--- config.mk ---
export PLATFORM = sky130hd
export DESIGN_NAME = onchip_mem_block_reader
export DESIGN_NICKNAME = d
export VERILOG_FILES = /design/src/rtl/onchip_mem_block_reader.sv
export SDC_FILE = /design/constraint.sdc
export NUM_CORES = 1
export LEC_CHECK = 0
export BUFFER_PORTS_ARGS = -buffer_cell sky130_fd_sc_hd__buf_2
export CORE_MARGIN = 1
export CORE_UTILIZATION = 40
export DETAILED_ROUTE_END_ITERATION = 10
export GPL_TIMING_DRIVEN = 0
export PLACE_DENSITY_LB_ADDON = 0.25
export SYNTH_ARGS = -nofsm -noshare
export SYNTH_HDL_FRONTEND = slang
export SYNTH_SLANG_ARGS = --single-unit
export TNS_END_PERCENT = 10
--- constraint.sdc ---
create_clock -name clk -period 2.18 [get_ports clk]
set_input_delay 0.327 -clock clk [delete_from_list [all_inputs] [get_ports clk]]
set_output_delay 0.327 -clock clk [all_outputs]
set_load 0.03 [all_outputs]
--- src/rtl/onchip_mem_block_reader.sv ---
`default_nettype none
// ============================================================================
// Module      : onchip_mem_block_reader
// Description : Streams a block of 32-bit words from a 1-cycle-latency on-chip
//               memory into a small valid/ready output FIFO. An optional
//               running checksum is enabled by ONCHIP_MEM_READER_CHECKSUM_EN.
// Revision    : 1.0 - initial release
// ============================================================================
module onchip_mem_block_reader #(
    parameter int MEM_WORDS  = 2250,
    parameter int FIFO_DEPTH = 4
) (
    input  logic        clk,
    input  logic        reset_n,
    input  logic        start,
    input  logic [11:0] base_addr,
    input  logic [12:0] word_count,
    output logic        busy,
    output logic        done,
    output logic        err,
    output logic [11:0] mem_address,
    output logic        mem_chipselect,
    output logic        mem_write,
    output logic [3:0]  mem_byteenable,
    output logic        mem_clken,
    input  logic [31:0] mem_readdata,
    output logic [31:0] out_data,
    output logic        out_valid,
    input  logic        out_ready,
    output logic [31:0] checksum
);

    localparam int                 c_PTR_W     = $clog2(FIFO_DEPTH);
    localparam int                 c_CNT_W     = c_PTR_W + 1;
    localparam logic [c_CNT_W-1:0] c_DEPTH     = c_CNT_W'(FIFO_DEPTH);
    localparam logic [12:0]        c_MEM_WORDS = 13'(MEM_WORDS);
    localparam logic [11:0]        c_LAST_ADDR = 12'(MEM_WORDS - 1);

    localparam logic [1:0] c_IDLE  = 2'd0;
    localparam logic [1:0] c_READ  = 2'd1;
    localparam logic [1:0] c_DRAIN = 2'd2;
    localparam logic [1:0] c_DONE  = 2'd3;

    logic [1:0]         r_state;
    logic [1:0]         w_next_state;
    logic [11:0]        r_addr;
    logic [12:0]        r_remaining;
    logic               r_inflight;
    logic               r_err;
    logic [31:0]        r_fifo [FIFO_DEPTH];
    logic [c_PTR_W-1:0] r_wr_ptr;
    logic [c_PTR_W-1:0] r_rd_ptr;
    logic [c_CNT_W-1:0] r_count;
    logic [c_CNT_W-1:0] w_occupancy;
    logic               w_issue;
    logic               w_push;
    logic               w_pop;
    logic               w_start_idle;
    logic               w_bad_base;

    // A read may only issue if its data is guaranteed a free FIFO slot.
    assign w_occupancy  = r_count + {{(c_CNT_W-1){1'b0}}, r_inflight};
    assign w_issue      = (r_state == c_READ) && (w_occupancy < c_DEPTH);
    assign w_push       = r_inflight;
    assign w_pop        = out_valid && out_ready;
    assign w_start_idle = (r_state == c_IDLE) && start;
    assign w_bad_base   = ({1'b0, base_addr} >= c_MEM_WORDS);

    // State register
    always_ff @(posedge clk or negedge reset_n) begin
        if (!reset_n) begin
            r_state <= c_IDLE;
        end else begin
            r_state <= w_next_state;
        end
    end

    // Next-state logic
    always_comb begin
        w_next_state = r_state;
        case (r_state)
            c_IDLE: begin
                if (start) begin
                    if ((word_count == 13'd0) || w_bad_base) begin
                        w_next_state = c_DONE;
                    end else begin
                        w_next_state = c_READ;
                    end
                end
            end
            c_READ: begin
                if (w_issue && (r_remaining == 13'd1)) begin
                    w_next_state = c_DRAIN;
                end
            end
            c_DRAIN: begin
                if ((r_count == '0) && !r_inflight) begin
                    w_next_state = c_DONE;
                end
            end
            c_DONE:  w_next_state = c_IDLE;
            default: w_next_state = c_IDLE;
        endcase
    end

    // Output logic
    always_comb begin
        busy = 1'b0;
        done = 1'b0;
        err  = 1'b0;
        case (r_state)
            c_READ, c_DRAIN: busy = 1'b1;
            c_DONE: begin
                done = 1'b1;
                err  = r_err;
            end
            default: ;
        endcase
    end

    assign mem_chipselect = w_issue;
    assign mem_address    = r_addr;
    assign mem_write      = 1'b0;
    assign mem_byteenable = 4'hF;
    assign mem_clken      = 1'b1;

    // Request latch, address walk and FIFO bookkeeping
    always_ff @(posedge clk or negedge reset_n) begin
        if (!reset_n) begin
            r_addr      <= '0;
            r_remaining <= '0;
            r_inflight  <= 1'b0;
            r_err       <= 1'b0;
            r_wr_ptr    <= '0;
            r_rd_ptr    <= '0;
            r_count     <= '0;
        end else begin
            r_inflight <= w_issue;
            if (w_start_idle) begin
                r_addr      <= base_addr;
                r_remaining <= word_count;
                r_err       <= (word_count != 13'd0) && w_bad_base;
            end else if (w_issue) begin
                r_addr      <= (r_addr == c_LAST_ADDR) ? 12'd0 : r_addr + 12'd1;
                r_remaining <= r_remaining - 13'd1;
            end
            if (w_push) begin
                r_wr_ptr <= r_wr_ptr + c_PTR_W'(1);
            end
            if (w_pop) begin
                r_rd_ptr <= r_rd_ptr + c_PTR_W'(1);
            end
            case ({w_push, w_pop})
                2'b10:   r_count <= r_count + c_CNT_W'(1);
                2'b01:   r_count <= r_count - c_CNT_W'(1);
                default: ;
            endcase
        end
    end

    // FIFO storage needs no reset; r_count gates its visibility.
    always_ff @(posedge clk) begin
        if (w_push) begin
            r_fifo[r_wr_ptr] <= mem_readdata;
        end
    end

    assign out_data  = r_fifo[r_rd_ptr];
    assign out_valid = (r_count != '0);

`ifdef ONCHIP_MEM_READER_CHECKSUM_EN
    logic [31:0] r_checksum;

    always_ff @(posedge clk or negedge reset_n) begin
        if (!reset_n) begin
            r_checksum <= '0;
        end else if (w_start_idle) begin
            r_checksum <= '0;
        end else if (w_pop) begin
            r_checksum <= r_checksum + out_data;
        end
    end

    assign checksum = r_checksum;
`else
    assign checksum = 32'd0;
`endif

endmodule
`default_nettype wire
==> flow_metrics.py <==
metrics = {
    "outcome": {
        "status": "completed",
    },
    "clock_network": {
        "cts_buffers": 17,
        "cts_max_path_buffers": 2,
        "cts-root-buf": "clkbuf_16",
        "clk_latency_ns": 0.42,
        "ctsHoldBuffers": 0,
        "htree_levels": 4,
        "cts_tree": "yes",
        "cts.sinks": 164,
        "path_clk_slew_ns": 0.06,
    },
    "sta": {
        "relSlewSlack": 0.432,
        "setup-violations-final": 0,
        "fin_crit_ns": 2.14,
        "worstMarginPinSlew_ns": 0.851,
        "skew_ns": 0.0129,
        "drv_slew": 0,
        "period_share": 0.983,
        "rsz0062_at_grt": "true",
        "fmax_mhz": 466,
        "layout_setup_ws_ns": 0.0360,
        "holdWs_ns": 0.0196,
        "hold_viol_final": 0,
    },
    "worst_setup_path": {
        "r2r_cells": 5,
        "path_max_fanout": 5,
        "r2r-start": "r_remaining[5]",
        "crit_arrival_ns": 2.44,
        "start_kind": "flip-flop",
        "crit_end": "r_state[1]",
        "cp-end-kind": "flip-flop",
        "r2r_end": "r_state[1]",
        "crit_start": "r_remaining[5]",
        "critPathKind": "flip-flop to flip-flop",
        "regToRegSetupSlack_ns": 0.04,
        "critPathRequiredTime_ns": 2.48,
    },
    "pwr": {
        "pwr-share-comb": 0.384,
        "p_leak_uw": 0.00345,
        "p_int_uw": 7720,
        "swShare": 0.362,
        "p_seq_frac": 0.385,
        "vdd_drop_max_uv": 692,
        "power.switching_uw": 4380,
        "pwr-share-clk": 0.231,
        "pwr_density_cell_nw_per_um2": 1360,
    },
    "final_layout": {
        "final_util": 0.513,
        "area_growth_syn_to_layout_pct": 25.1,
        "drive_above_1_share": 0.396,
        "fin_cells": 869,
        "nets": 705,
        "design_area_um2": 8870,
    },
    "logic_synthesis": {
        "synth_ff_type": "edfxtp_1",
        "netlist-cell-type-count": 45,
        "synth.area.top_cells": "edfxtp_1 54%, dfrtp_1 13%, mux4_2 10%",
        "synth_cells": 453,
        "synth-seq-cells": 164,
        "synth_top_area_share": 0.542,
        "yosysMostFrequentCell": "edfxtp_1",
        "synth_edf_count": 128,
        "ys_warn_count": 0,
        "yosys.area.top_type": "edfxtp_1",
        "synth-seq-area-share": 0.669,
        "synthArstFlopShare": 0.220,
        "syn_avg_cell_area_um2": 15.7,
        "synth_common_cells": "128 x edfxtp_1, 38 x buf_4, 36 x dfrtp_1",
        "syn-cell-area_um2": 7090,
    },
    "die": {
        "start_util": 0.410,
        "design.core.area_um2": 17300,
        "ios": 148,
        "dieWidth_um": 135,
        "fp.dieH_um": 135,
        "fp.dieArea_um2": 18300,
        "row_count": 48,
    },
    "route": {
        "drt_pre_antenna_iters": 4,
        "drc": 0,
        "routed_via_density": 4.85,
        "wl_per_cell_um": 16.0,
        "antenna_left": 0,
        "drt_wl_total_um": 13900,
        "vias": 4215,
        "drt_iter0_drc": 230,
    },
    "hold_path": {
        "hp-class": "input port to asynchronous set/reset pin",
    },
    "place": {
        "post-dp-hpwl_um": 9560,
        "io_buffers": 109,
        "place_congestion": 0.828,
        "dpl.cell_count": 827,
        "place_area_um2": 8140,
        "preCtsSetupSlack_ns": -0.0995,
    },
    "global_routing": {
        "antenna_found_initial": 1,
        "grt_overflow": 0,
        "grt_max_degree": 37,
        "grt_pass1_vias": 4251,
        "grtUsageTotal": 0.160,
        "grt_pass1_wl_um": 21900,
    },
    "run": {
        "cap_violations": 0,
    },
}
==> power groups by stage <==
| stage | Sequential (µW) | Clock, µW | Combinational [µW] |
|---|---|---|---|
| after CTS | 4670 | 2870 | 4590 |
| after global routing | 4740 | 3020 | 4990 |
| after global placement | 4660 | 0 | 4330 |
| after detailed placement | 4680 | 0 | 4510 |
| after floorplan | 4700 | 0 | 3110 |
| final | 4660 | 2800 | 4650 |
==> cell families after synthesis <==
| family | synth area share |
|---|---|
| XOR/XNOR | 0.0235 |
| adder cells (fa/ha/maj) | 0.0275 |
| multiplexers | 0.111 |
| flip-flops | 0.669 |
| other | 0.00106 |
| AND/OR/NAND/NOR | 0.0716 |
| AO/OA/AOI/OAI | 0.0406 |
| buffers and inverters | 0.0559 |
==> critical path: stages, from the launching register on <==
cell and delay [ns]:
dfrtp_1 0.39, or4_4 0.57, nand2b_4 0.18, or3_4 0.38, a21oi_2 0.18, mux2_1 0.33
==> through the flow <==
| step | setup TNS (ns) | power [µW] |
|---|---|---|
| final | 0 | 12100 |
| after global routing | -0.237 | 12800 |
| after CTS | -0.123 | 12100 |
| after detailed placement | -1.97 | 9190 |
| after global placement | -36.21 | 8990 |
| after floorplan | 0 | 7810 |
==> flip-flops by register name, indices dropped and copies added (netlist names) <==
signal and cells:
r_err 1, r_inflight 1, r_rd_ptr 2, r_state 2, r_wr_ptr 2, r_fifo 128, r_remaining 13, mem_address 12
r_count 3
==> what timing repair did <==
| action | CTS | global route |
|---|---|---|
| resized for setup | 19 | 11 |
| pin swaps | 0 | 8 |
| buffers inserted | 2 | 8 |
| endpoints found under the setup margin | 40 | 25 |
==> per-layer routing <==
| layer | global-route usage | share of wire | vias to the layer above | wire length, µm |
|---|---|---|---|---|
| li1 | - | - | 1995 | - |
| met1 | 0.192 | 0.41 | 2079 | 5650 |
| met2 | 0.280 | 0.52 | 137 | 7270 |
| met3 | 0.0423 | 0.064 | 4 | 895 |
| met4 | 0.0506 | 0.0045 | 0 | 62 |
| met5 | 0 | 0 | - | 0 |
==> layout by cell type, fill, tap and decap left out, drive strengths merged, types with 15 or more instances in the layout <==
cell type | Yosys | routed
mux4 | 32 | 32
buf | 43 | 164
dfrtp | 36 | 36
clkbuf | 11 | 30
conb | 2 | 38
a21oi | 25 | 25
edfxtp | 128 | 128
nor2 | 35 | 35
inv | 12 | 16
nand2 | 15 | 15
==> final cells by class <==
class,count,area [µm²]
Clock buffer,19,433
Timing Repair Buffer,123,703
Inverter,12,45.0
Tap cell,225,282
Fill cell,1500,8430
Sequential cell,164,4750
Buffer,52,379
Antenna cell,2,5.00
Multi-Input combinational cell,259,2150
Clock inverter,13,125
==> worst min path at each step <==
stage,slack (ns),end,from,depth (start not counted)
2_1_floorplan,0.03,mem_address[0],reset_n,0
3_3_place_gp,0.47,r_remaining[4],reset_n,1
3_5_place_dp,0.49,r_remaining[4],reset_n,1
4_1_cts,0.04,r_remaining[4],reset_n,1
5_1_grt,0.08,r_remaining[5],reset_n,1
6_report,0.02,r_remaining[4],reset_n,1
No activity file was read; power rests on OpenSTA's default activity.
